## src/rtl/sum_accumulator.sv

```systemverilog
// Accumulates a fixed number of adder results into a saturating total and
// hands the finished total downstream over a valid/ready handshake.
module sum_accumulator #(
    parameter int DATA_W    = 5,
    parameter int ACC_W     = 8,
    parameter int N_SAMPLES = 4
) (
    input  logic              clock,
    input  logic              resetn,
    input  logic              clear,
    input  logic              in_valid,
    output logic              in_ready,
    input  logic [DATA_W-1:0] in_sum,
    output logic              out_valid,
    input  logic              out_ready,
    output logic [ACC_W-1:0]  out_total,
    output logic [3:0]        out_count,
    output logic              overflow,
    output logic              busy,
    output logic [1:0]        dbg_state
);

    typedef enum logic [1:0] {
        IDLE = 2'd0,
        RUN  = 2'd1,
        DONE = 2'd2
    } state_e;

    localparam logic [3:0] N_LAST = 4'(N_SAMPLES);

    state_e           state_q, state_d;
    logic [ACC_W-1:0] acc_q, acc_d;
    logic [3:0]       count_q, count_d;
    logic             ovf_q, ovf_d;

    logic             accept;
    logic [ACC_W:0]   sum_w;
    logic [3:0]       count_inc;

    // Handshakes: a transfer happens on a rising edge where valid && ready;
    // valid never waits on ready, and in_ready drops combinationally on clear.
    assign in_ready  = (state_q != DONE) && !clear;
    assign accept    = in_valid && in_ready;
    assign sum_w     = {1'b0, acc_q} + (ACC_W+1)'(in_sum);
    assign count_inc = count_q + 4'd1;

    assign out_valid = (state_q == DONE);
    assign busy      = (state_q == RUN) || (state_q == DONE);
    assign out_total = acc_q;
    assign out_count = count_q;
    assign overflow  = ovf_q;
    assign dbg_state = state_q;

    always_comb begin
        state_d = state_q;
        acc_d   = acc_q;
        count_d = count_q;
        ovf_d   = ovf_q;
        if (clear) begin
            state_d = IDLE;
            acc_d   = '0;
            count_d = '0;
            ovf_d   = 1'b0;
        end else begin
            unique case (state_q)
                IDLE: begin
                    if (accept) begin
                        acc_d   = ACC_W'(in_sum);
                        count_d = 4'd1;
                        state_d = (N_LAST == 4'd1) ? DONE : RUN;
                    end
                end
                RUN: begin
                    if (accept) begin
                        count_d = count_inc;
                        // Carry out of the accumulator ends the run early, pinned at full scale.
                        if (sum_w[ACC_W]) begin
                            acc_d   = '1;
                            ovf_d   = 1'b1;
                            state_d = DONE;
                        end else begin
                            acc_d = sum_w[ACC_W-1:0];
                            if (count_inc == N_LAST) begin
                                state_d = DONE;
                            end
                        end
                    end
                end
                DONE: begin
                    if (out_ready) begin
                        state_d = IDLE;
                        acc_d   = '0;
                        count_d = '0;
                        ovf_d   = 1'b0;
                    end
                end
                default: begin
                    state_d = IDLE;
                    acc_d   = '0;
                    count_d = '0;
                    ovf_d   = 1'b0;
                end
            endcase
        end
    end

    always_ff @(posedge clock or negedge resetn) begin
        if (!resetn) begin
            state_q <= IDLE;
            acc_q   <= '0;
            count_q <= '0;
            ovf_q   <= 1'b0;
        end else begin
            state_q <= state_d;
            acc_q   <= acc_d;
            count_q <= count_d;
            ovf_q   <= ovf_d;
        end
    end

endmodule

```

## config.mk

```make
export PLATFORM = sky130hd
export DESIGN_NAME = sum_accumulator
export DESIGN_NICKNAME = d
export VERILOG_FILES = /design/src/rtl/sum_accumulator.sv
export SDC_FILE = /design/constraint.sdc
export NUM_CORES = 1
export LEC_CHECK = 0
export ABC_AREA = 1
export CORE_UTILIZATION = 49
export CTS_CLUSTER_DIAMETER = 100
export DETAILED_ROUTE_END_ITERATION = 8
export GPL_ROUTABILITY_DRIVEN = 0
export PLACE_DENSITY = 0.79
export RECOVER_POWER = 100
export SYNTH_ARGS = -nofsm -noshare
export SYNTH_HDL_FRONTEND = slang
export SYNTH_SLANG_ARGS = --single-unit
```

## constraint.sdc

```tcl
create_clock -name clock -period 2.24 [get_ports clock]
set_input_delay 0.448 -clock clock [delete_from_list [all_inputs] [get_ports clock]]
set_output_delay 0.448 -clock clock [all_outputs]
set_load 0.01 [all_outputs]
```

==> impl_metrics.py <==
metrics = {
    "outcome": {
        "status": "complete, no violations",
    },
    "finish": {
        "num_antenna_cells": 0,
        "final_cell_mix": "51 x nand2_1, 18 x inv_1, 17 x dlygate4sd3_1",
        "final_common_cell": "nand2_1",
        "layout-drive-gt1-share_pct": 7.41,
        "fillerInstances": 195,
        "final_nets": 212,
        "ff_latch_area_um2": 375,
        "multiInputGateArea_um2": 684,
        "area_growth_pct": 29.2,
    },
    "timing": {
        "finalSetupViolCount": 0,
        "period_share_pct": 94.5,
        "worst_slew_pin_slew_ps": 740,
        "worst_slack_ps": 123,
        "finalMaxSlewViolations": 0,
        "skew_ps": 3.64,
        "slew_headroom_pct": 50.5,
        "final_hold_viol_count": 0,
        "fin_tns_setup_ps": 0,
        "max_freq_mhz": 472,
        "rsz0062_at_grt": "yes",
        "post-route-min-period_ps": 2120,
    },
    "clock_tree": {
        "cts_buffer_depth": 2,
        "root_buffer": "clkbuf_4",
        "cts_htree_levels": 1,
        "cts_hold_buffers": 0,
        "cts_sinks": 15,
        "cts_buffers": 3,
        "clk_pin_slew_ps": 90,
        "clk_latency_ps": 280,
        "post_cts_resized": 0,
        "cts_tree": "done",
    },
    "global_route": {
        "grtUsageMet3_pct": 3.03,
        "grt_pass1_vias": 1092,
        "globalRouteMet1Util_pct": 29.8,
        "grt_busiest_layer": "met2",
        "overflow": 0,
        "antenna_found_initial": 0,
        "track_usage_pct": 23.9,
        "met2_usage_pct": 42.9,
        "grt_pass1_wl_mm": 4.60,
        "grt_max_degree": 16,
    },
    "min_path": {
        "hp-start": "overflow$_DFFE_PN0P_",
        "min_path_cells": 2,
        "hold_class": "reg -> reg",
        "whs_endpoint": "overflow$_DFFE_PN0P_",
    },
    "worst_setup_path": {
        "critical_path_class": "in -> reg",
        "reg2reg_from": "out_total[0]$_DFFE_PN0P_",
        "cp_data_required_time_ps": 2420,
        "timing.rr.end": "out_total[7]$_DFFE_PN0P_",
        "reg2reg_depth": 10,
        "crit_path_end_kind": "flip-flop",
        "crit_fanout": 7,
        "cp_data_arrival_time_ps": 2290,
        "startpoint_type": "input pin",
        "reg2reg_slack_ps": 340,
    },
    "placement": {
        "dp_hpwl_mm": 2.02,
        "port_buffers": 27,
        "place_ws_ps": -125,
    },
    "routing": {
        "antenna_left": 0,
        "finalWirelength_mm": 2.60,
        "vias": 1118,
        "drc": 0,
        "viasPerCell": 5.15,
        "wire_per_inst_um": 12.0,
        "drt_first_iter_violations": 24,
        "dr.pass1.iters": 4,
    },
    "logic_synthesis": {
        "synth_enable_flop_cells": 0,
        "netlist-cell-type-count": 23,
        "ys_async_sr_fraction_pct": 100,
        "synth_flop_cell": "dfrtp_1",
        "synth_nets": 179,
        "syn_area_per_cell_um2": 7.32,
        "ys_warn_count": 0,
        "syn_area_um2": 1150,
        "yosysSeqAreaShare_pct": 32.6,
        "ys_ff_latch": 15,
        "synthCells": 157,
    },
    "flow_run": {
        "maxCapViolations": 0,
    },
    "floorplan": {
        "io_pins": 28,
        "num_rows": 17,
        "die_h_um": 50.4,
        "die_area_um2": 2540,
        "die_x_um": 50.4,
        "initial_utilization_pct": 52.0,
        "core_um2": 2210,
    },
    "power": {
        "p_leak_nw": 0.815,
        "power_density_nw_per_um2": 923,
        "ir_drop_mv": 0.634,
    },
}
routing by layer:
metal,wire length [um],vias to the layer above
li1,-,570
met1,1210,527
met2,1300,19
met3,76,2
met4,12,0
met5,0,-
synthesized netlist by cell type, types with 2 or more instances:
| master | n | area, um^2 |
|---|---|---|
| dfrtp_1 | 15 | 375 |
| a22oi_1 | 5 | 37.5 |
| nor2_1 | 16 | 60.1 |
| inv_1 | 18 | 67.6 |
| o21bai_1 | 2 | 15.0 |
| inv_2 | 3 | 11.3 |
| nand3_1 | 10 | 50.1 |
| nand2_1 | 51 | 191 |
| xor2_1 | 2 | 17.5 |
| nand4_1 | 4 | 25.0 |
| nand2_4 | 2 | 22.5 |
| o22ai_1 | 2 | 12.5 |
| a21oi_1 | 2 | 10.0 |
| ha_1 | 11 | 138 |
| o21ai_0 | 6 | 30.0 |
report_power, final:
group	leakage [nW]	internal, mW	switching (mW)
combinational	0.597	0.353	0.440
clock	0.0150	0.0689	0.0879
sequential	0.203	0.342	0.0789
worst max-delay path by stage:
stage	startpoint	to	slack [ps]	cells after the start
finish	in_sum[0]	out_total[7]$_DFFE_PN0P_	120	11
global route	in_sum[0]	out_total[7]$_DFFE_PN0P_	-10	11
CTS	in_sum[0]	dbg_state[0]$_DFFE_PN0P_	140	10
detailed placement	in_sum[0]	out_total[7]$_DFFE_PN0P_	-130	11
global placement	in_sum[0]	out_total[6]$_DFFE_PN0P_	-90	11
floorplan	in_sum[0]	out_total[7]$_DFFE_PN0P_	450	10
cell type report:
class	count	share of cell area (%)
Inverter	21	5.31
Multi-Input combinational cell	120	46.1
Tap cell	28	2.36
Clock buffer	4	1.77
Timing Repair Buffer	29	19.2
Sequential cell	15	25.3
worst max-delay path: stages:
cell and delay (ps):
clkdlybuf4s50_1 430, ha_1 230, fa_1 400, nand3_1 100
nand3_1 110, nand2_1 130, nand2_2 120, inv_1 140
nand3_1 90, nand2_1 60, nand2_1 50
stage by stage:
stage | instance area [um^2] | power (mW) | util, % | hold WS, ps | std cells
2_1_floorplan | 1150 | 0.936 | - | 152 | 157
5_1_grt | 1490 | 1.50 | 67.1 | 575 | 217
3_3_place_gp | 1460 | 1.24 | 66.0 | 497 | 213
6_report | 1490 | 1.37 | 67.1 | 529 | 217
3_5_place_dp | 1460 | 1.26 | 66.0 | 504 | 213
4_1_cts | 1490 | 1.42 | 67.1 | 526 | 217
state kept, by name, indices dropped and copies added, names as in the netlist:
name,cells
out_total,8
out_count,4
dbg_state,2
overflow,1
cells by family (layout without fill, tap and decap cells):
logic type               Yosys count  count (layout)  share of synthesized area [%]
buffers and inverters             22              54                           7.83
XOR/XNOR                           2               2                           1.52
flip-flops                        15              15                           32.6
adder cells (fa/ha/maj)           12              12                           13.7
AO/OA/AOI/OAI                     19              19                           10.3
AND/OR/NAND/NOR                   87              87                           34.0
what timing repair did:
item | in CTS | in global routing
buffers inserted | 0 | 0
endpoints found under the setup margin | 0 | 3
endpoints found under the hold margin | 0 | 0
No activity file was read; power rests on OpenSTA's default activity.
